===== src/rtl/rr_pkg.sv =====
// Shared definitions for the weighted round-robin scheduler: state encoding,
// word layout and weight defaults.
package rr_pkg;

  typedef enum logic {
    ST_IDLE   = 1'b0,
    ST_ACTIVE = 1'b1
  } state_t;

  localparam int DATA_W   = 10;
  localparam int DEST_MSB = DATA_W - 1;
  localparam int DEST_LSB = DATA_W - 2;

  localparam logic [2:0] DEFAULT_WEIGHT = 3'd1;

  // A stored weight of 0 still grants one word per turn.
  function automatic logic [2:0] eff_weight(input logic [2:0] w);
    return (w == 3'd0) ? 3'd1 : w;
  endfunction

endpackage


===== src/rtl/rr_next_sel.sv =====
// Cyclic next-eligible search: checks start, start+1, ... start+3 (mod 4)
// and returns the first eligible index.
module rr_next_sel (
  input  logic [3:0] eligible,
  input  logic [1:0] start,
  output logic       found,
  output logic [1:0] idx
);

  always_comb begin
    // NOTE: every output gets a default before the loop so no latch is inferred.
    found = 1'b0;
    idx   = start;
    // Walk from the far end so the closest eligible queue is the last writer.
    for (int k = 3; k >= 0; k--) begin
      if (eligible[start + 2'(k)]) begin
        found = 1'b1;
        idx   = start + 2'(k);
      end
    end
  end

endmodule


===== src/rtl/wrr_sched.sv =====
// Weighted round-robin scheduler moving words from four input FIFOs to four
// output FIFOs selected by each word's destination field.
module wrr_sched #(
  parameter int         DATA_W         = rr_pkg::DATA_W,
  parameter logic [2:0] DEFAULT_WEIGHT = rr_pkg::DEFAULT_WEIGHT
) (
  input  logic              clk,
  input  logic              reset,
  input  logic              empty_P0,
  input  logic              empty_P1,
  input  logic              empty_P2,
  input  logic              empty_P3,
  input  logic [DATA_W-1:0] in_FIFO_0,
  input  logic [DATA_W-1:0] in_FIFO_1,
  input  logic [DATA_W-1:0] in_FIFO_2,
  input  logic [DATA_W-1:0] in_FIFO_3,
  output logic              pop_F0,
  output logic              pop_F1,
  output logic              pop_F2,
  output logic              pop_F3,
  input  logic              almost_full_O0,
  input  logic              almost_full_O1,
  input  logic              almost_full_O2,
  input  logic              almost_full_O3,
  output logic              push_O0,
  output logic              push_O1,
  output logic              push_O2,
  output logic              push_O3,
  output logic [DATA_W-1:0] out_FIFO_0,
  output logic [DATA_W-1:0] out_FIFO_1,
  output logic [DATA_W-1:0] out_FIFO_2,
  output logic [DATA_W-1:0] out_FIFO_3,
  input  logic              cfg_we,
  input  logic [11:0]       cfg_weight,
  output logic [1:0]        grant,
  output logic              idle
);

  // Destination field tracks the top two bits for any DATA_W.
  localparam int DMSB = rr_pkg::DEST_MSB - rr_pkg::DATA_W + DATA_W;
  localparam int DLSB = rr_pkg::DEST_LSB - rr_pkg::DATA_W + DATA_W;

  rr_pkg::state_t    r_state, w_state_nxt;
  logic [1:0]        r_grant, w_grant_nxt;
  logic [2:0]        r_cnt, w_cnt_nxt;
  logic [2:0]        r_weight [4];
  logic              r_idle;
  logic [3:0]        r_push;
  logic [DATA_W-1:0] r_out [4];

  logic [DATA_W-1:0] w_head [4];
  logic [3:0]        w_empty, w_afull, w_elig, w_pop;
  logic [2:0]        w_eff;
  logic              w_found, w_pop_en;
  logic [1:0]        w_idx, w_pop_idx, w_pop_dest;
  logic [DATA_W-1:0] w_pop_word;

  assign w_head[0] = in_FIFO_0;
  assign w_head[1] = in_FIFO_1;
  assign w_head[2] = in_FIFO_2;
  assign w_head[3] = in_FIFO_3;
  assign w_empty   = {empty_P3, empty_P2, empty_P1, empty_P0};
  assign w_afull   = {almost_full_O3, almost_full_O2, almost_full_O1, almost_full_O0};

  always_comb begin
    for (int i = 0; i < 4; i++) begin
      w_elig[i] = !w_empty[i] && !w_afull[w_head[i][DMSB:DLSB]];
    end
  end

  assign w_eff = rr_pkg::eff_weight(r_weight[r_grant]);

  rr_next_sel u_next_sel (
    .eligible (w_elig),
    .start    (r_grant + 2'd1),
    .found    (w_found),
    .idx      (w_idx)
  );

  always_comb begin
    w_state_nxt = r_state;
    w_grant_nxt = r_grant;
    w_cnt_nxt   = r_cnt;
    w_pop_en    = 1'b0;
    w_pop_idx   = r_grant;
    if (r_state == rr_pkg::ST_ACTIVE && w_elig[r_grant] && r_cnt < w_eff) begin
      w_pop_en  = 1'b1;
      w_cnt_nxt = r_cnt + 3'd1;
    end else if (w_found) begin
      w_pop_en    = 1'b1;
      w_pop_idx   = w_idx;
      w_grant_nxt = w_idx;
      w_cnt_nxt   = 3'd1;
      w_state_nxt = rr_pkg::ST_ACTIVE;
    end else begin
      w_cnt_nxt   = 3'd0;
      w_state_nxt = rr_pkg::ST_IDLE;
    end
  end

  assign w_pop      = (w_pop_en && !reset) ? (4'b0001 << w_pop_idx) : 4'b0000;
  assign w_pop_word = w_head[w_pop_idx];
  assign w_pop_dest = w_pop_word[DMSB:DLSB];

  // NOTE: all state, including the output data registers, uses non-blocking
  // assignments and is cleared on reset so no stale word leaks out afterwards.
  always_ff @(posedge clk) begin
    if (reset) begin
      r_state <= rr_pkg::ST_IDLE;
      r_grant <= 2'd0;
      r_cnt   <= 3'd0;
      r_idle  <= 1'b1;
      r_push  <= 4'b0000;
      for (int i = 0; i < 4; i++) begin
        r_weight[i] <= DEFAULT_WEIGHT;
        r_out[i]    <= '0;
      end
    end else begin
      r_state <= w_state_nxt;
      r_grant <= w_grant_nxt;
      r_cnt   <= w_cnt_nxt;
      r_idle  <= !w_pop_en;
      r_push  <= w_pop_en ? (4'b0001 << w_pop_dest) : 4'b0000;
      if (w_pop_en) r_out[w_pop_dest] <= w_pop_word;
      if (cfg_we) begin
        for (int i = 0; i < 4; i++) r_weight[i] <= cfg_weight[3*i +: 3];
      end
    end
  end

  assign {pop_F3, pop_F2, pop_F1, pop_F0}     = w_pop;
  assign {push_O3, push_O2, push_O1, push_O0} = r_push;
  assign out_FIFO_0 = r_out[0];
  assign out_FIFO_1 = r_out[1];
  assign out_FIFO_2 = r_out[2];
  assign out_FIFO_3 = r_out[3];
  assign grant      = r_grant;
  assign idle       = r_idle;

endmodule


===== config.mk =====
export PLATFORM = sky130hd
export DESIGN_NAME = wrr_sched
export DESIGN_NICKNAME = d
export VERILOG_FILES = /design/src/rtl/rr_pkg.sv /design/src/rtl/rr_next_sel.sv /design/src/rtl/wrr_sched.sv
export SDC_FILE = /design/constraint.sdc
export NUM_CORES = 1
export LEC_CHECK = 0
export CORE_MARGIN = 4
export CORE_UTILIZATION = 45
export CTS_BUF_LIST = sky130_fd_sc_hd__clkbuf_2
export CTS_CLUSTER_DIAMETER = 50
export DETAILED_ROUTE_END_ITERATION = 10
export PLACE_DENSITY_LB_ADDON = 0.3
export SYNTH_ARGS = -nofsm -noshare
export SYNTH_HDL_FRONTEND = slang
export SYNTH_SLANG_ARGS = --single-unit

===== constraint.sdc =====
create_clock -name clk -period 11.65 [get_ports clk]
set_input_delay 2.33 -clock clk [delete_from_list [all_inputs] [get_ports clk]]
set_output_delay 2.33 -clock clk [all_outputs]
set_load 0.01 [all_outputs]

Word level (Yosys, flattened, before mapping)
Memories as Yosys holds them, arrays and structs flattened. A register that Yosys moved wholly into a read port is not among the register bits. Index checks and enable logic that the tools add are counted.

Register bits after elaboration: 11. Memory bits (writable): 52. Output and inout bits: 51. Memories kept: 2.

Memories: r_out (words 4, width 10, read ports 4, clocked after memory_dff 0, write ports 4, RTL line wrr_sched.sv:49) `logic [DATA_W-1:0] r_out [4];`; r_weight (words 4, width 3, read ports 1, clocked after memory_dff 1, write ports 4, RTL line wrr_sched.sv:46) `logic [2:0] r_weight [4];`.

$add $sub $neg: 5. $lt $le $gt $ge: 11. Shift-type cells: 2. Mux-type cells: 53. Bitwise operators: 6. Reduce and logical (&&, ||, !) cells: 20.

Operators with widths (number): two-way mux 10 bit (3); less-than comparator 2 x 3 -> 1 bit, second input constant (9); two-way mux 1 bit (25); binary-select mux 10 bit (select 2 bit) (1); binary-select mux 1 bit (select 2 bit) (9); two-way mux 3 bit (6); two-way mux 2 bit (8); logical NOT 1 bit (10); OR reduction 10 bit (1); left shift 1 x 2 -> 4 bit, first input constant (2); logical AND 1 bit (7); adder 2 x 1 -> 2 bit, second input constant (2); adder 2 bit, second input constant (2); two-way mux 4 bit (1); OR 1 bit (4); adder 3 x 1 -> 3 bit, second input constant (1); greater-or-equal comparator 3 bit, second input constant (1); logical NOT 3 bit (1); less-than comparator 3 bit (1); inverter 2 -> 3 bit (1); OR reduction 2 bit (1); inverter 1 bit (1).

Longest topological paths before layout
Gate-level depths: netlist of run 1.

Depth after elaboration: 17. Mapped depth: 14. Depth with buffers taken out: 11.

By module
Synthesis of run 1 repeated with hierarchy kept, for this count alone.

Cell total of the unflattened synthesis: 307. Area total of the unflattened synthesis: 3514.6 um^2.

By module, submodules not included: wrr_sched (instances 1, cells each 291, area an instance 3414.5 um^2, sequential area each 1781.7 um^2); rr_next_sel (instances 1, cells each 16, area an instance 100.1 um^2, sequential area each 0.0 um^2).

Worst setup path after synthesis of run 1
OpenSTA, ideal clock, no wires.

Kind: in2out. Start: in in_FIFO_2[8]. End: out pop_F0. Arrival time: 4.423 ns. Slack: 4.897 ns. Stages on the path: 9. Path buffers: 2. Path through: mux4_2 > or2_0 > buf_2 > a31oi_1 > o311ai_1 > a211oi_2 > buf_2 > inv_1 > nor2_1.

Longest elaborated chain between the ends: 14.

RTL lines: from (decl) (RTL line wrr_sched.sv:15) `input logic [DATA_W-1:0] in_FIFO_2,`; binary-select mux 1 bit (select 2 bit) * (RTL line wrr_sched.sv:67) `w_elig[i] = !w_empty[i] && !w_afull[w_head[i][DMSB:DLSB]];`; two-way mux 1 bit (not written as such) * (RTL line wrr_sched.sv:67); logical NOT 1 bit * (RTL line wrr_sched.sv:67); logical AND 1 bit * (RTL line wrr_sched.sv:67); binary-select mux 1 bit (select 2 bit) (RTL line rr_next_sel.sv:16) `if (eligible[start + 2'(k)]) begin`; two-way mux 1 bit (not written as such) (RTL line rr_next_sel.sv:16); two-way mux 2 bit / two-way mux 1 bit (equally long branches) (4 in a row) (RTL line rr_next_sel.sv:16); two-way mux 2 bit / two-way mux 1 bit (equally long branches) (2 in a row); left shift 1 x 2 -> 4 bit / logical AND 1 bit (equally long branches) (RTL line wrr_sched.sv:101) `assign w_pop = (w_pop_en && !reset) ? (4'b0001 << w_pop_idx) : 4'b0000;`; two-way mux 4 bit * (RTL line wrr_sched.sv:101); to (decl) (RTL line wrr_sched.sv:17) `output logic pop_F0,`.

Mark *: on every way between the ends. The rest lies on a longest branch, timed or not. The select of a mux whose other input is x is not followed.

Final worst setup path of run 1
Start: in in_FIFO_1[8]. End: out pop_F3.

Longest elaborated chain between the ends: 14.

RTL lines: from (decl) (RTL line wrr_sched.sv:14) `input logic [DATA_W-1:0] in_FIFO_1,`; binary-select mux 1 bit (select 2 bit) * (RTL line wrr_sched.sv:67); two-way mux 1 bit (not written as such) * (RTL line wrr_sched.sv:67); logical NOT 1 bit * (RTL line wrr_sched.sv:67); logical AND 1 bit * (RTL line wrr_sched.sv:67); binary-select mux 1 bit (select 2 bit) (RTL line rr_next_sel.sv:16); two-way mux 1 bit (not written as such) (RTL line rr_next_sel.sv:16); two-way mux 2 bit / two-way mux 1 bit (equally long branches) (4 in a row) (RTL line rr_next_sel.sv:16); two-way mux 2 bit / two-way mux 1 bit (equally long branches) (2 in a row); left shift 1 x 2 -> 4 bit / logical AND 1 bit (equally long branches) (RTL line wrr_sched.sv:101); two-way mux 4 bit * (RTL line wrr_sched.sv:101); to (decl) (RTL line wrr_sched.sv:20) `output logic pop_F3,`.

Marks and branches as above.

==> results of run 1 <==
[path summary, 6_finish.rpt]
kind                      from           to  slack (ps)  depth (start not counted)
hold / removal        r_cnt[0]     r_cnt[0]         500                          1
setup / recovery  in_FIFO_1[8]       pop_F3        3050                          9
hold reg to reg       r_cnt[0]     r_cnt[0]         500                          1
setup reg to reg      grant[0]  r_out[1][8]        6770                         11
[synth_stat cells, drive strengths merged (2+ instances only)]
cell type,number,area [um2]
o21ai,5,25.02
nand2,5,18.77
ha,3,37.54
a31oi,4,25.02
o22a,3,26.28
buf,10,65.06
a221oi,2,17.52
clkbuf,5,18.77
nor3,4,20.02
a22o,2,17.52
nand3,3,15.01
inv,14,52.55
or2,7,46.29
nand2b,15,93.84
nor2,47,176.4
a211oi,2,20.02
mux4,7,157.7
dfxtp,11,220.2
and2,9,56.30
a21oi,4,20.02
mux2i,29,290.3
nor2b,4,25.02
edfxtp,52,1562
mux2,10,138.9
a22oi,4,43.79
[where the power goes]
part / total [mW] / internal, mW / switching (mW)
clock: 0.109 / 0.0279 / 0.0811
sequential: 0.298 / 0.284 / 0.0139
combinational: 0.274 / 0.142 / 0.133
[cell families (layout without fill, tap and decap cells)]
logic type                 after synthesis  count (layout)  synth area share, %
DFF                                     63              63                54.71
other                                    1               4               0.1151
muxes                                   46              46                18.02
xor gates and xnor gates                 1               1               0.2690
AOI/OAI and AO/OA                       30              30                6.992
buffers and inverters                   29             144                4.187
and+or+nand+nor                         97              97                14.56
adders and majority gates                3               3                1.153
[through the flow]
| step | std cells | hold slack [ps] | cell area (um2) | setup WS, ps |
|---|---|---|---|---|
| CTS | 484 | 494.4 | 4543 | 3028 |
| global route | 484 | 528.3 | 4543 | 2792 |
| floorplan | 273 | 433.7 | 3268 | 4897 |
| detailed placement | 468 | 470.7 | 4451 | 3023 |
| global placement | 468 | 461.8 | 4451 | 3137 |
| finish | 484 | 499.0 | 4543 | 3053 |
[sequential cells by signal (all words and copies together), names as in the netlist]
| name | flops |
|---|---|
| r_state | 1 |
| idle | 1 |
| r_out | 40 |
| grant | 2 |
| r_cnt | 3 |
| r_weight | 12 |
| r_push | 4 |
[metal layers]
metal	track usage, %	up-vias	share of wire (%)
li1	-	1188	-
met5	0	-	0
met4	7.204	0	2.2
met2	34.31	109	53
met3	4.827	12	6.9
met1	20.99	1127	38
[critical path: cells and delay by family]
kind	cells	cell delay, ps
mux	2	1060
simple gates	4	960
buf+inv	2	1160
compound gates	1	750
[final cells by class]
type / instances / area (um2) / area share, %
Timing Repair Buffer: 114 / 1139 / 25.06
Tap cell: 96 / 120.1 / 2.644
Sequential cell: 63 / 1782 / 39.22
Multi-Input combinational cell: 181 / 1358 / 29.88
Inverter: 14 / 52.55 / 1.157
Clock buffer: 9 / 45.04 / 0.9915
Clock inverter: 7 / 47.55 / 1.047
[cell usage in the layout, fill, tap and decap left out, types with 4 or more instances in the layout]
cell type,count
a31oi_1,4
edfxtp_1,52
a21oi_1,4
nor2b_1,4
nand2_1,5
clkdlybuf4s50_1,113
inv_1,14
mux4_2,7
o21ai_0,5
dfxtp_1,11
mux2i_1,29
clkbuf_2,9
nand2b_1,15
conb_1,4
mux2_4,7
nor2_1,47
nor3_1,4
and2_1,9
==> impl_metrics.csv, run 1 <==
group,metric,value,unit
finish,drive_above_1_share,10.05,%
route,drtIter0Drc,61,
global_route,first_global_vias,2524,
route,viasPerCell,5.033,
clock_network,cts_inserted_buffers,9,
clock_network,cts.repair.resized,0,
sta,setup_violations,0,
pwr,irDropWorstVdd,0.05423,mV
sta,rsz0062_at_grt,"false",
worst_setup_path,end_kind,"output pin",
pwr,p_total,0.6808,mW
synth,ys_warn_count,0,
sta,fmax,0.1163,GHz
die,initial_core_util,47.16,%
synth,ys_types,42,
worst_setup_path,cp_slowest_cell,"a22oi_4",
global_route,grt_pass1_wl,12410,um
synth,synthCells,270,
worst_setup_path,worstPathRequired,9320,ps
worst_setup_path,crit_chain,"clkdlybuf4s50_1 > mux4_2 > or2_1 > mux4_2 > or2_4 > a22oi_4 > nand2_1 > nor2_1 > clkdlybuf4s50_1",
synth,synthArstFlopShare,0,%
synth,synth_seq_area_share,54.71,%
global_route,track_usage,18.84,%
sta,min_period,8597,ps
clock_network,clk_path_buf_depth,2,
global_route,grt_remaining_overflow,0,
route,wire_per_inst,16.24,um
clock_network,post_cts_buffers,0,
clock_network,cts_htree_levels,3,
clock_network,cts_hold_buf,0,
synth,ys.flop_type,"edfxtp_1",
clock_network,cts_tree,"built",
pwr,power_leakage,1.813,nW
synth,syn-cell-area,3257,um2
placed_design,hpwl,6185,um
worst_setup_path,worstPathArrival,6270,ps
finish,diodes,0,
route,drc,0,
synth,syn_avg_cell_area,12.06,um2
sta,slew_viol_final,0,
route,num_vias,2436,
clock_network,clkTransAtPathRegs,160,ps
clock_network,clock_latency,470,ps
clock_network,cts_sinks,63,
route,wl,7861,um
worst_hold_path,hp-class,"flop to flop",
pwr,p_per_area,149.8,nW/um2
route,dr.pass1.iters,5,
worst_setup_path,critical_path_class,"primary input to output pin",
finish,nets,449,
die,ios,114,
placed_design,portBuffers,113,
finish,post-route-util,65.78,%
flow_run,max-cap-violations,0,
sta,tightest_slew,1151,ps
sta,fin_skew,21.59,ps
synth,ys_seq_elements,63,
run_status,status,"completed",
worst_setup_path,setup.worst_path.start_class,"primary input",
die,num_rows,30,
clock_network,root_buffer,"clkbuf_2",
worst_setup_path,cpPeakStageDelay,750,ps
die,die_w,93.08,um
die,coreArea,6907,um2
worst_setup_path,path_max_fanout,25,
sta,maxSlewHeadroom,23.11,%
placed_design,gp_congestion,0.7875,
sta,hold_viol,0,
global_route,grt_max_degree,26,
finish,n_fill_cell,552,
route,ant_nets,0,
synth,synth_edf_count,52,
die,dieArea,8663,um2
finish,area_growth,39.49,%
sta,fin_tns_setup,0,ps
die,fp.dieH,93.08,um
global_route,antenna_found_initial,0,
sta,period_share,73.79,%
No activity file was read; power rests on OpenSTA's default activity.
==> run 2, diff against run 1 <==
clock period = 8.1 ns   (was 11.65 ns; I/O delays follow)
==> impl_metrics.csv, run 2 (synthesis gave the netlist of run 1 again) <==
group,metric,value,unit
run_status,status,"completed",
clock_network,clkTransAtPathRegs,180,ps
worst_setup_path,cpPeakStageDelay,590,ps
finish,mostFrequentLayoutCells,"113 x clkdlybuf4s50_1, 52 x edfxtp_1, 47 x nor2_1, 29 x mux2i_1, 15 x nand2b_1",
sta,min_period,6524,ps
global_route,antenna_found_initial,0,
worst_setup_path,crit_chain,"clkdlybuf4s50_1 > mux4_2 > or2_0 > mux4_2 > o21ai_0 > a22oi_4 > nand2b_1 > nor2_1 > clkdlybuf4s50_1",
route,wire_per_inst,15.69,um
clock_network,cts_htree_levels,3,
worst_setup_path,r2r_cells,12,
sta,timing.hold.ws,517.9,ps
worst_setup_path,path_max_fanout,6,
route,drtIter0Drc,58,
die,num_rows,30,
global_route,grt_remaining_overflow,0,
placed_design,gp_congestion,0.8490,
pwr,swShare,32.41,%
route,num_vias,2482,
die,dieArea,8663,um2
worst_setup_path,worstPathArrival,4900,ps
finish,largest_register_ffs,40,
sta,slew_viol_final,0,
finish,regMostFlops,"r_out",
global_route,first_global_vias,2596,
die,fp.dieH,93.08,um
sta,fin_tns_setup,0,ps
clock_network,cts.repair.resized,0,
clock_network,cts_tree,"built",
pwr,irDropWorstVdd,0.09711,mV
sta,period_share,80.54,%
sta,hold_viol,0,
finish,final_common_cell,"clkdlybuf4s50_1",
worst_setup_path,critical_path_class,"primary input to output pin",
worst_setup_path,cp_slowest_cell,"clkdlybuf4s50_1",
global_route,grt_max_degree,25,
finish,drive_above_1_share,10.28,%
sta,fmax,0.1533,GHz
sta,rsz0062_at_grt,"false",
sta,setup_violations,0,
pwr,share_comb_of_total_power,38.7,%
sta,tightest_slew,1152,ps
finish,n_fill_cell,560,
route,wl,7611,um
clock_network,cts_inserted_buffers,9,
global_route,track_usage,18.31,%
worst_setup_path,worstPathRequired,6480,ps
die,coreArea,6907,um2
die,die_w,93.08,um
finish,area_growth,40.80,%
pwr,p_int,0.6871,mW
route,drc,0,
pwr,power.switching,0.3294,mW
finish,reg_top3,"r_out (40), r_weight (12), r_push (4)",
flow_run,max-cap-violations,0,
worst_hold_path,hp-class,"flop to flop",
clock_network,clock_latency,490,ps
sta,maxSlewHeadroom,23.05,%
pwr,p_per_area,221.7,nW/um2
worst_hold_path,worstHoldPathCells,1,
worst_setup_path,setup.worst_path.start_class,"primary input",
global_route,grt_pass1_wl,12210,um
pwr,p_seq_share,42.1,%
finish,nets,450,
clock_network,cts_hold_buf,0,
worst_setup_path,end_kind,"output pin",
sta,fin_skew,35.51,ps
die,ios,114,
clock_network,cts_sinks,63,
die,initial_core_util,47.16,%
clock_network,clk_path_buf_depth,2,
clock_network,post_cts_buffers,0,
finish,diodes,0,
clock_network,root_buffer,"clkbuf_2",
placed_design,portBuffers,113,
route,ant_nets,0,
placed_design,hpwl,6027,um
route,viasPerCell,5.118,
route,dr.pass1.iters,4,
pwr,p_clk_share,19.2,%
pwr,power_leakage,1.830,nW
## run 2: path summary, 6_finish.rpt
check	start	to	slack, ps
max	in_FIFO_2[8]	pop_F0	1580
min reg2reg	r_cnt[0]	r_cnt[0]	520
max reg2reg	grant[0]	r_out[1][8]	3300
min	r_cnt[0]	r_cnt[0]	520
## run 2: power groups by stage
stage,Combinational [mW],Clock (mW),Sequential (mW)
finish,0.393,0.195,0.428
global route,0.423,0.216,0.435
CTS,0.397,0.199,0.429
detailed placement,0.396,0,0.437
global placement,0.390,0,0.436
floorplan,0.218,0,0.450
## run 2: final cells by class
type	count	area, um2	share of cell area, %
Clock inverter	7	82.58	1.801
Timing Repair Buffer	115	1146	24.99
Inverter	14	52.55	1.146
Tap cell	96	120.1	2.619
Multi-Input combinational cell	181	1358	29.60
Clock buffer	9	45.04	0.9823
Sequential cell	63	1782	38.85
## run 2: per-layer routing
layer	track usage, %	up-vias	wire (um)
met5	0	-	0
met4	10.50	0	299
met3	4.344	27	453
met2	31.85	103	3856
met1	20.43	1150	3003
li1	-	1202	-
## run 2: through the flow
| stage | total power [mW] | setup WS (ps) | std cells | utilization (%) | instance area [um2] |
|---|---|---|---|---|---|
| detailed placement | 0.8327 | 1576 | 469 | 64.55 | 4458 |
| floorplan | 0.6677 | 2767 | 273 | - | 3268 |
| global placement | 0.8252 | 1698 | 469 | 64.55 | 4458 |
| finish | 1.017 | 1576 | 485 | 66.39 | 4586 |
| global route | 1.073 | 1401 | 485 | 66.39 | 4586 |
| CTS | 1.026 | 1568 | 485 | 66.39 | 4586 |
## run 2: critical path, delay by kind of cell
kind | cells | cell delay (ps)
buffers and inverters | 2 | 1140
AO/OA/AOI/OAI | 2 | 430
multiplexers | 2 | 1040
AND/OR/NAND/NOR | 3 | 670
==> run 3, diff against run 2 <==
clock period = 6.6 ns   (was 8.1 ns; I/O delays follow)
==> impl_metrics.csv, run 3 (synthesis gave the netlist of run 1 again) <==
group,metric,value,unit
worst_setup_path,r2r-start,"grant[0]",
finish,regMostFlops,"r_out",
worst_setup_path,worstSetupEndpoint,"pop_F3",
route,viasPerCell,5.131,
sta,rsz0062_at_grt,"false",
sta,fin_skew,28.36,ps
global_route,first_global_vias,2516,
clock_network,post_cts_buffers,0,
worst_setup_path,r2r_cells,13,
global_route,grt_max_degree,22,
clock_network,clkTransAtPathRegs,190,ps
clock_network,cts.repair.resized,0,
route,num_vias,2504,
worst_setup_path,setup.worst_path.start_class,"primary input",
clock_network,cts_sinks,63,
pwr,power_leakage,1.857,nW
run_status,status,"completed",
finish,mostFrequentLayoutCells,"113 x clkdlybuf4s50_1, 52 x edfxtp_1, 47 x nor2_1, 29 x mux2i_1, 15 x nand2b_1",
placed_design,hpwl,6259,um
sta,slew_viol_final,0,
worst_setup_path,r2r-end,"r_out[3][4]",
finish,area_growth,42.18,%
global_route,grt_pass1_wl,12720,um
worst_setup_path,worstPathArrival,4640,ps
sta,fmax,0.1678,GHz
route,ant_nets,0,
clock_network,cts_htree_levels,3,
worst_setup_path,crit_chain,"clkdlybuf4s50_1 > mux4_2 > or2_0 > mux4_2 > or2_4 > a22oi_4 > nand2_1 > nor2_1 > clkdlybuf4s50_1",
die,initial_core_util,47.16,%
worst_setup_path,path_max_fanout,6,
die,ios,114,
finish,drive_above_1_share,10.97,%
sta,tightest_slew,884.7,ps
flow_run,max-cap-violations,0,
route,dr.pass1.iters,4,
global_route,antenna_found_initial,0,
die,die_w,93.08,um
worst_setup_path,critPathTopFamily,"buffers and inverters",
route,drc,0,
worst_setup_path,cpPeakStageDelay,600,ps
finish,final_common_cell,"clkdlybuf4s50_1",
global_route,track_usage,19.30,%
finish,nets,453,
sta,min_period,5958,ps
clock_network,root_buffer,"clkbuf_2",
worst_setup_path,cp_num_cells,9,
worst_setup_path,end_kind,"output pin",
sta,maxSlewHeadroom,39.49,%
worst_hold_path,hp-class,"flop to flop",
route,wire_per_inst,16.32,um
pwr,irDropWorstVdd,0.1373,mV
worst_setup_path,reg2reg_slack,2120,ps
clock_network,cts_inserted_buffers,9,
route,drtIter0Drc,110,
sta,period_share,90.28,%
finish,diodes,0,
die,coreArea,6907,um2
worst_setup_path,critical_path_class,"primary input to output pin",
clock_network,clk_path_buf_depth,2,
clock_network,cts_tree,"built",
die,dieArea,8663,um2
finish,largest_register_ffs,40,
finish,post-route-util,67.05,%
die,num_rows,30,
sta,setup_violations,0,
global_route,grt_remaining_overflow,0,
sta,fin_tns_setup,0,ps
placed_design,gp_congestion,0.8446,
placed_design,portBuffers,113,
worst_setup_path,cp_slowest_cell,"clkdlybuf4s50_1",
die,fp.dieH,93.08,um
worst_setup_path,worstPathRequired,5280,ps
clock_network,clock_latency,500,ps
sta,hold_viol,0,
finish,reg_top3,"r_out (40), r_weight (12), r_push (4)",
worst_setup_path,cp_num_buf_inv,2,
route,wl,7962,um
worst_setup_path,critPathLaunch,"in_FIFO_2[8]",
finish,n_fill_cell,538,
sta,timing.hold.ws,510.3,ps
clock_network,cts_hold_buf,0,
pwr,p_per_area,281.0,nW/um2
==> run 3: layout make-up <==
class	instances	area, um2	share of cell area, %
clock inverter	7	105.1	2.270
sequential	63	1782	38.48
clock buffer	9	45.04	0.9727
inverter	14	52.55	1.135
tap	96	120.1	2.594
multi-input combinational	181	1358	29.32
timing repair buffer	118	1169	25.24
==> run 3: worst min path at each step <==
stage	slack, ps	cells after the start	start	end
floorplan	430	1	r_cnt[0]	r_cnt[0]
detailed placement	480	1	r_cnt[0]	r_cnt[0]
global route	520	1	r_cnt[0]	r_cnt[0]
finish	510	1	r_cnt[0]	r_cnt[0]
CTS	510	1	r_cnt[0]	r_cnt[0]
global placement	460	1	r_cnt[0]	r_cnt[0]
==> run 3: through the flow <==
stage / power [mW] / instances / setup slack [ps] / area, um2
after global placement: 1.017 / 472 / 719.7 / 4481
final: 1.301 / 488 / 641.6 / 4631
after global routing: 1.367 / 488 / 478.7 / 4631
after detailed placement: 1.030 / 472 / 632.4 / 4481
after floorplan: 0.8194 / 273 / 1867 / 3268
after CTS: 1.310 / 488 / 635.1 / 4631
==> run 3: power by group <==
group / leakage (nW) / switching, mW / internal [mW] / total (mW)
clock: 0.0846 / 0.152 / 0.131 / 0.282
combinational: 1.14 / 0.239 / 0.254 / 0.493
sequential: 0.630 / 0.0257 / 0.501 / 0.526
total: 1.86 / 0.416 / 0.885 / 1.30
==> run 3: worst reg2reg max path: cells and delay by family, from the launching register on <==
family,cells,cell delay (ps)
compound gates,7,1860
fa+ha+maj,1,140
buf+inv,3,640
flops,1,670
mux,2,920
==> run 3: per-layer routing <==
layer | vias up | part of all wire (%) | global-route usage, %
li1 | 1201 | - | -
met1 | 1170 | 39 | 22.32
met2 | 109 | 50 | 33.05
met3 | 24 | 6.6 | 5.068
met4 | 0 | 4.0 | 9.524
met5 | - | 0 | 0
